**config.mk**
```make
export PLATFORM = sky130hd
export DESIGN_NAME = sdrd_deser
export DESIGN_NICKNAME = d
export VERILOG_FILES = /design/src/rtl/sdrd_pkg.sv /design/src/rtl/sdrd_gap_timer.sv /design/src/rtl/sdrd_deser.sv
export SDC_FILE = /design/constraint.sdc
export NUM_CORES = 1
export LEC_CHECK = 0
export ABC_AREA = 1
export CAP_MARGIN = 20
export CORE_AREA = 3 3 76 78
export DETAILED_ROUTE_END_ITERATION = 10
export DIE_AREA = 0 0 79 81
export SKIP_CTS_REPAIR_TIMING = 1
export SYNTH_ARGS = -nofsm -noshare
export SYNTH_HDL_FRONTEND = slang
export SYNTH_SLANG_ARGS = --single-unit
export TNS_END_PERCENT = 30
```
**constraint.sdc**
```tcl
create_clock -name clk -period 2.7 [get_ports clk]
set_input_delay 0.54 -clock clk [delete_from_list [all_inputs] [get_ports clk]]
set_output_delay 0.54 -clock clk [all_outputs]
set_load 0.03 [all_outputs]
```
**src/rtl/sdrd_pkg.sv**
```systemverilog
// Shared types and constants for the SDRD serial-read deserializer.
package sdrd_pkg;

  typedef enum logic [1:0] {
    IDLE  = 2'd0,
    SHIFT = 2'd1,
    FULL  = 2'd2
  } sdrd_state_e;

  localparam int NBITS_DEF   = 8;
  localparam int GAP_MAX_DEF = 1000;
  localparam int GAP_W       = 16;

endpackage

```
**src/rtl/sdrd_gap_timer.sv**
```systemverilog
// Inter-strobe gap counter: clears on reload or when disabled, otherwise counts up and saturates.
module sdrd_gap_timer
  import sdrd_pkg::*;
#(
  parameter int GAP_MAX = GAP_MAX_DEF
) (
  input  logic clk,
  input  logic rst,
  input  logic en,
  input  logic reload,
  output logic expire
);

  localparam logic [GAP_W-1:0] LIMIT = GAP_W'(GAP_MAX - 1);

  logic [GAP_W-1:0] count_q;
  logic [GAP_W-1:0] count_d;

  always_comb begin
    count_d = count_q;
    if (!en || reload) begin
      count_d = '0;
    end else if (count_q != '1) begin
      count_d = count_q + 1'b1;
    end
  end

  // Fires in the cycle whose increment would bring the count to GAP_MAX.
  assign expire = en && !reload && (count_q == LIMIT);

  always_ff @(posedge clk or posedge rst) begin
    if (rst) begin
      count_q <= '0;
    end else begin
      count_q <= count_d;
    end
  end

endmodule

```
**src/rtl/sdrd_deser.sv**
```systemverilog
// Deserializes qualified SDRD serial-read bits into an NBITS word, LSB first,
// with frame sync, consumer handshake and sticky overrun/gap error flags.
module sdrd_deser
  import sdrd_pkg::*;
#(
  parameter int NBITS   = NBITS_DEF,
  parameter int GAP_MAX = GAP_MAX_DEF
) (
  input  logic             clk,
  input  logic             rst,
  input  logic             frame_sync,
  input  logic             bit_stb,
  input  logic             sdrd,
  input  logic             data_ack,
  input  logic             err_clr,
  output logic [NBITS-1:0] data_out,
  output logic             data_vld,
  output logic             busy,
  output logic             overrun,
  output logic             gap_err
);

  localparam int               CW   = $clog2(NBITS + 1);
  localparam logic [CW-1:0]    LAST = CW'(NBITS - 1);

  sdrd_state_e      state_q, state_d;
  logic [CW-1:0]    bit_cnt_q, bit_cnt_d;
  logic [NBITS-1:0] data_q, data_d;
  logic             vld_q, vld_d;
  logic             ovr_q, ovr_d;
  logic             gerr_q, gerr_d;
  logic             ovr_set, gerr_set;
  logic             gap_expire;

  sdrd_gap_timer #(
    .GAP_MAX (GAP_MAX)
  ) u_gap_timer (
    .clk    (clk),
    .rst    (rst),
    .en     (state_q == SHIFT),
    .reload (frame_sync || bit_stb),
    .expire (gap_expire)
  );

  always_comb begin
    state_d   = state_q;
    bit_cnt_d = bit_cnt_q;
    data_d    = data_q;
    vld_d     = vld_q;
    ovr_set   = 1'b0;
    gerr_set  = 1'b0;

    unique case (state_q)
      IDLE: begin
        if (frame_sync) begin
          bit_cnt_d = '0;
          data_d    = '0;
          state_d   = SHIFT;
        end
      end
      SHIFT: begin
        if (frame_sync) begin
          bit_cnt_d = '0;
          data_d    = '0;
        end else if (bit_stb) begin
          data_d    = {sdrd, data_q[NBITS-1:1]};
          bit_cnt_d = bit_cnt_q + 1'b1;
          if (bit_cnt_q == LAST) begin
            state_d = FULL;
            vld_d   = 1'b1;
          end
        end else if (gap_expire) begin
          gerr_set = 1'b1;
          state_d  = IDLE;
        end
      end
      FULL: begin
        // An ack absorbs any same-cycle strobe or sync, so no overrun then.
        if (data_ack) begin
          vld_d = 1'b0;
          if (frame_sync) begin
            bit_cnt_d = '0;
            data_d    = '0;
            state_d   = SHIFT;
          end else begin
            state_d = IDLE;
          end
        end else if (bit_stb || frame_sync) begin
          ovr_set = 1'b1;
        end
      end
      default: begin
        state_d = IDLE;
      end
    endcase

    ovr_d  = ovr_set  || (ovr_q  && !err_clr);
    gerr_d = gerr_set || (gerr_q && !err_clr);
  end

  always_ff @(posedge clk or posedge rst) begin
    if (rst) begin
      state_q   <= IDLE;
      bit_cnt_q <= '0;
      data_q    <= '0;
      vld_q     <= 1'b0;
      ovr_q     <= 1'b0;
      gerr_q    <= 1'b0;
    end else begin
      state_q   <= state_d;
      bit_cnt_q <= bit_cnt_d;
      data_q    <= data_d;
      vld_q     <= vld_d;
      ovr_q     <= ovr_d;
      gerr_q    <= gerr_d;
    end
  end

  assign data_out = data_q;
  assign data_vld = vld_q;
  assign busy     = (state_q == SHIFT);
  assign overrun  = ovr_q;
  assign gap_err  = gerr_q;

endmodule
```
### Word level (Yosys, flattened, before mapping)

Cells that the tools add are included.

* flip-flop bits (word level): 33
* logic and storage cells: 72

* $add $sub $neg: 2
* eq/ne operators: 13
* mux-type cells: 32
* reduce and logical (&&, ||, !) cells: 18

Operator list (count)
* $mux W16: 2
* $mux W8: 4
* $pmux W8 S3: 1
* $add A16 B1 Y16 const B: 1
* $eq A16 B10 Y1 const B: 1
* $mux W4: 4
* $ne A16 B16 Y1 const B: 1
* $mux W1: 12
* $mux W2: 6
* $pmux W4 S3: 1
* $ne A2 B2 Y1 const B: 5
* $reduce_and A5 Y1: 2
* $ne A3 B3 Y1 const B: 3
* $pmux W2 S3: 1
* $add A4 B1 Y4 const B: 1
* $eq A4 B3 Y1 const B: 1
* $logic_and A1 B1 Y1: 4
* $logic_or A1 B1 Y1: 4
* $reduce_bool A2 Y1: 2
* $logic_not A1 Y1: 3
* $reduce_and A3 Y1: 1
* $reduce_bool A3 Y1: 1
* $eq A2 B1 Y1 const B: 1
* $eq A2 B2 Y1 const B: 1
* 2 further kinds: 2

### Depth between registers and ports, before layout

* word-level depth: 9
* mapped depth: 10
* gate-level depth less buffers: 10

### Hierarchy

Synthesis repeated with hierarchy kept, for this count alone.

* cell total of the unflattened synthesis: 250
* area, all modules: 1920.6 µm²

Modules (own cells, without submodules)
* sdrd_gap_timer: times used 1, cells an instance 152, area each 1022.2 µm²
* sdrd_deser: times used 1, cells an instance 98, area each 898.4 µm²

### Worst setup path after synthesis

No wires, ideal clock.

* path type: flip-flop to flip-flop
* start: reg state_q[1]
* end: reg bit_cnt_q[0]
* setup slack: 1.345 ns
* setup time: 0.141 ns
* cell stages (with the launch flop): 7
* required time: 2.559 ns
* data arrival time: 1.214 ns
* cells stage by stage: dfrtp_1 -> nor2_4 -> inv_2 -> nor2_4 -> inv_2 -> nand3_2 -> mux2i_1

* word-level cells in the longest chain between the ends: 3
* elaborated cells on any way between the ends: 8

RTL lines
* start: declaration: RTL line sdrd_deser.sv:26 `sdrd_state_e state_q, state_d;`
* start signal: assignment: RTL line sdrd_deser.sv:110 `state_q <= state_d;`
* $eq A2 B1 Y1 (*)
* net busy: RTL line sdrd_deser.sv:18 `output logic busy,`
* $ne A3 B3 Y1 (no line) / $reduce_bool A3 Y1 (equally long branches)
* $reduce_and A3 Y1 (no line)
* end signal: assignment: RTL line sdrd_deser.sv:111 `bit_cnt_q <= bit_cnt_d;`
* end: declaration: RTL line sdrd_deser.sv:27 `logic [CW-1:0] bit_cnt_q, bit_cnt_d;`

The timed path passes the listed nets; every way through them passes the cells marked *.
A chain may end at the register's enable or synchronous reset.

### Worst setup path after layout

* start: reg state_q[1]
* end: out busy

* word-level cells in the longest chain between the ends: 1

RTL lines
* $eq A2 B1 Y1: RTL line sdrd_deser.sv:121 `assign busy = (state_q == SHIFT);`
* end: declaration: RTL line sdrd_deser.sv:18

No other way between the ends.

==> reports/metrics.yaml <==
critical_path:
  crit_slowest_cell: "clkdlybuf4s50_1"
  cp_num_buf_inv: 1
  cp_max_fo: 5
  required_ns: 2.16
  path_cells: "nor2_4, clkdlybuf4s50_1"
  worstPathArrival_ns: 1.56
  critPathCaptureType: "primary output"
  critPathTopFamily: "buffers and inverters"
  start_kind: "flip-flop"
  critical_path_class: "reg2out"
  cp_slowest_stage_delay_ns: 0.69
synthesis:
  synth-simple-area-share: 0.332
  synth_fa_ha_area_frac: 0.0141
  syn-num-nets: 238
  synth_mux_area_frac: 0.00562
  synth-seq-area-share: 0.464
  synthXorXnorAreaFrac: 0.00492
  netlist_area_um2: 1780
  synth.avg_cell_area_um2: 7.77
  synth_compound_area_frac: 0.0871
  synth_top_family_by_area: "simple AND/OR/NAND/NOR gates"
  ys_seq_elements: 33
  synth_warnings: 0
  netlist_instances: 229
  ys_types: 28
pwr:
  leakage_uw: 0.00103
  clkPwrFrac: 0.375
  p_switching_uw: 376
  switching_share: 0.293
  vdd.ir_drop.worst_uv: 261
  p_seq_frac: 0.419
  combPwrFrac: 0.205
  power_density_nw_per_um2: 594
  p_int_uw: 907
  power_uw: 1280
floorplanning:
  die_h_um: 81
  coreArea_um2: 5140
  start_util: 0.346
  die_w_um: 79
  rows: 26
  io-pin-count: 19
  die_area_um2: 6400
timing:
  drv_slew: 0
  fin_skew_ns: 0.00332
  finalSetupTns_ns: 0
  fin_ws_ns: 0.603
  finalSetupViolations: 0
  fmax_mhz: 477
  worst_slew_pin_slew_ns: 0.426
  rsz0062_at_grt: "false"
  min_period_ns: 2.10
  whs_ns: 0.490
  final_hold_viol_count: 0
  relSlewSlack: 0.716
  finalCritPeriodShare: 0.777
cells_and_area:
  fin_nets: 263
  num_antenna_cells: 0
  syn_to_final_growth_pct: 21.4
  finalCoreUtilization: 0.420
  nFillCells: 540
  layout-drive-gt1-share: 0.110
placement:
  io_buffers: 18
  dp_hpwl_um: 2780
  place_ws_ns: 0.647
  gp_congestion: 0.806
drt:
  ant_nets: 0
  via_per_inst: 4.65
  vias: 1511
  dr.pass1.iters: 4
  drc: 0
  drt_iter0_markers: 92
  routed_wl_um: 3740
  wire_per_inst_um: 11.5
global_route:
  grt_use_total: 0.130
  grt_max_degree: 34
  grt_overflow: 0
  grt_pass1_vias: 1464
  antenna_found_initial: 0
  grt_first_pass_wirelength_um: 6600
cts:
  cts_buffers: 5
  clock-sinks: 33
  clock_latency_ns: 0.28
  clk_pin_slew_ns: 0.07
  root_buffer: "clkbuf_8"
  cts_tree: "yes"
  cts_buffer_depth: 2
  ctsHtreeMaxLevel: 2
run:
  maxCapViolations: 0
run_status:
  run_status: "finished, final reports clean"
min_path:
  hold_class: "reg2reg"
final cells by class:
cell class | count | area (µm²) | share of cell area
clock buffers | 7 | 86.3 | 0.0400
clock inverters | 1 | 30.0 | 0.0139
inverters | 39 | 146 | 0.0677
multi-input cells | 155 | 790 | 0.365
flip-flops and latches | 33 | 826 | 0.382
well taps | 70 | 87.6 | 0.0405
repair buffers | 20 | 195 | 0.0903
path summary, 6_finish.rpt:
path,start,to,slack (ns),cells after the start
max in group asynchronous,rst,u_gap_timer.count_q[15],1.75,3
worst max register to register,u_gap_timer.count_q[1],u_gap_timer.count_q[1],1.16,7
worst min-delay path,data_out[0],data_out[0],0.49,2
min in group asynchronous,rst,bit_cnt_q[1],0.64,3
worst max-delay path,state_q[1],busy,0.60,2
worst min register to register,data_out[0],data_out[0],0.49,2
power groups by stage:
stage | registers [µW] | logic, µW | clock network, µW
detailed placement | 547 | 267 | 0
global placement | 546 | 264 | 0
finish | 538 | 263 | 482
CTS | 538 | 267 | 493
global route | 541 | 298 | 518
floorplan | 558 | 176 | 0
routing by layer:
layer,wire length (µm),vias to the layer above,global-route usage
li1,-,783,-
met4,53,0,0.0515
met1,1900,703,0.181
met5,0,-,0
met2,1680,20,0.201
met3,109,5,0.0222
cells in the final DEF, fill, tap and decap left out, types with 2 or more instances in the layout:
cell and n:
a21oi_1 3, a31oi_1 2, buf_4 2, clkbuf_8 6, clkdlybuf4s50_1 18, dfrtp_1 33
ha_1 2, inv_1 35, inv_2 4, nand2_1 53, nand2_2 2, nand3_1 23
nand4_1 4, nor2_1 25, nor2_2 4, nor2_4 2, nor3_1 4, o21ai_0 12
o22ai_1 7, o31ai_1 2, or2_2 2
synth_stat cells:
cell type	count	area, µm²
a21oi_2	1	8.76
xor2_1	1	8.76
nand4_4	1	21.3
or2_2	2	12.5
nand2_2	2	12.5
a31oi_1	2	12.5
nand3_2	1	10.0
o21ai_0	12	60.1
nand2_1	53	199
nor2_2	4	25.0
buf_4	1	7.51
nor3_1	4	20.0
buf_6	1	11.3
inv_2	4	15.0
inv_1	35	131
dfrtp_1	33	826
o22ai_1	7	43.8
nor2_1	25	93.8
nand3_1	23	115
nand4_1	4	25.0
nor3_4	1	16.3
nor2_4	2	22.5
ha_1	2	25.0
nand3b_1	1	7.51
a21oi_1	3	15.0
nor3_2	1	10.0
o31ai_1	2	15.0
mux2i_1	1	10.0
metrics by stage:
stage / cells / area (µm²)
final: 325 / 2160
after global routing: 325 / 2160
after CTS: 325 / 2160
after detailed placement: 317 / 2040
after global placement: 317 / 2040
after floorplan: 229 / 1780
logic make-up (layout without fill, tap and decap cells):
| group | Yosys count | after routing |
|---|---|---|
| fa+ha+maj | 2 | 2 |
| xor+xnor | 1 | 1 |
| flops | 33 | 33 |
| compound gates | 27 | 27 |
| mux | 1 | 1 |
| buf+inv | 41 | 67 |
| simple gates | 124 | 124 |
state kept, by name, summed over array words and instances (netlist names):
name,flops
bit_cnt_q,4
overrun,1
gap_err,1
data_vld,1
u_gap_timer.count_q,16
state_q,2
data_out,8
worst reg2reg max path, cell delays in order, from the launching register on:
cell and delay [ns]:
dfrtp_1 0.38, ha_1 0.21, nand2_1 0.09, nor2_2 0.12
nand2_1 0.11, inv_2 0.13, nand4_4 0.20, o21ai_0 0.22
Note: power is estimated with default switching activity, not from simulation.
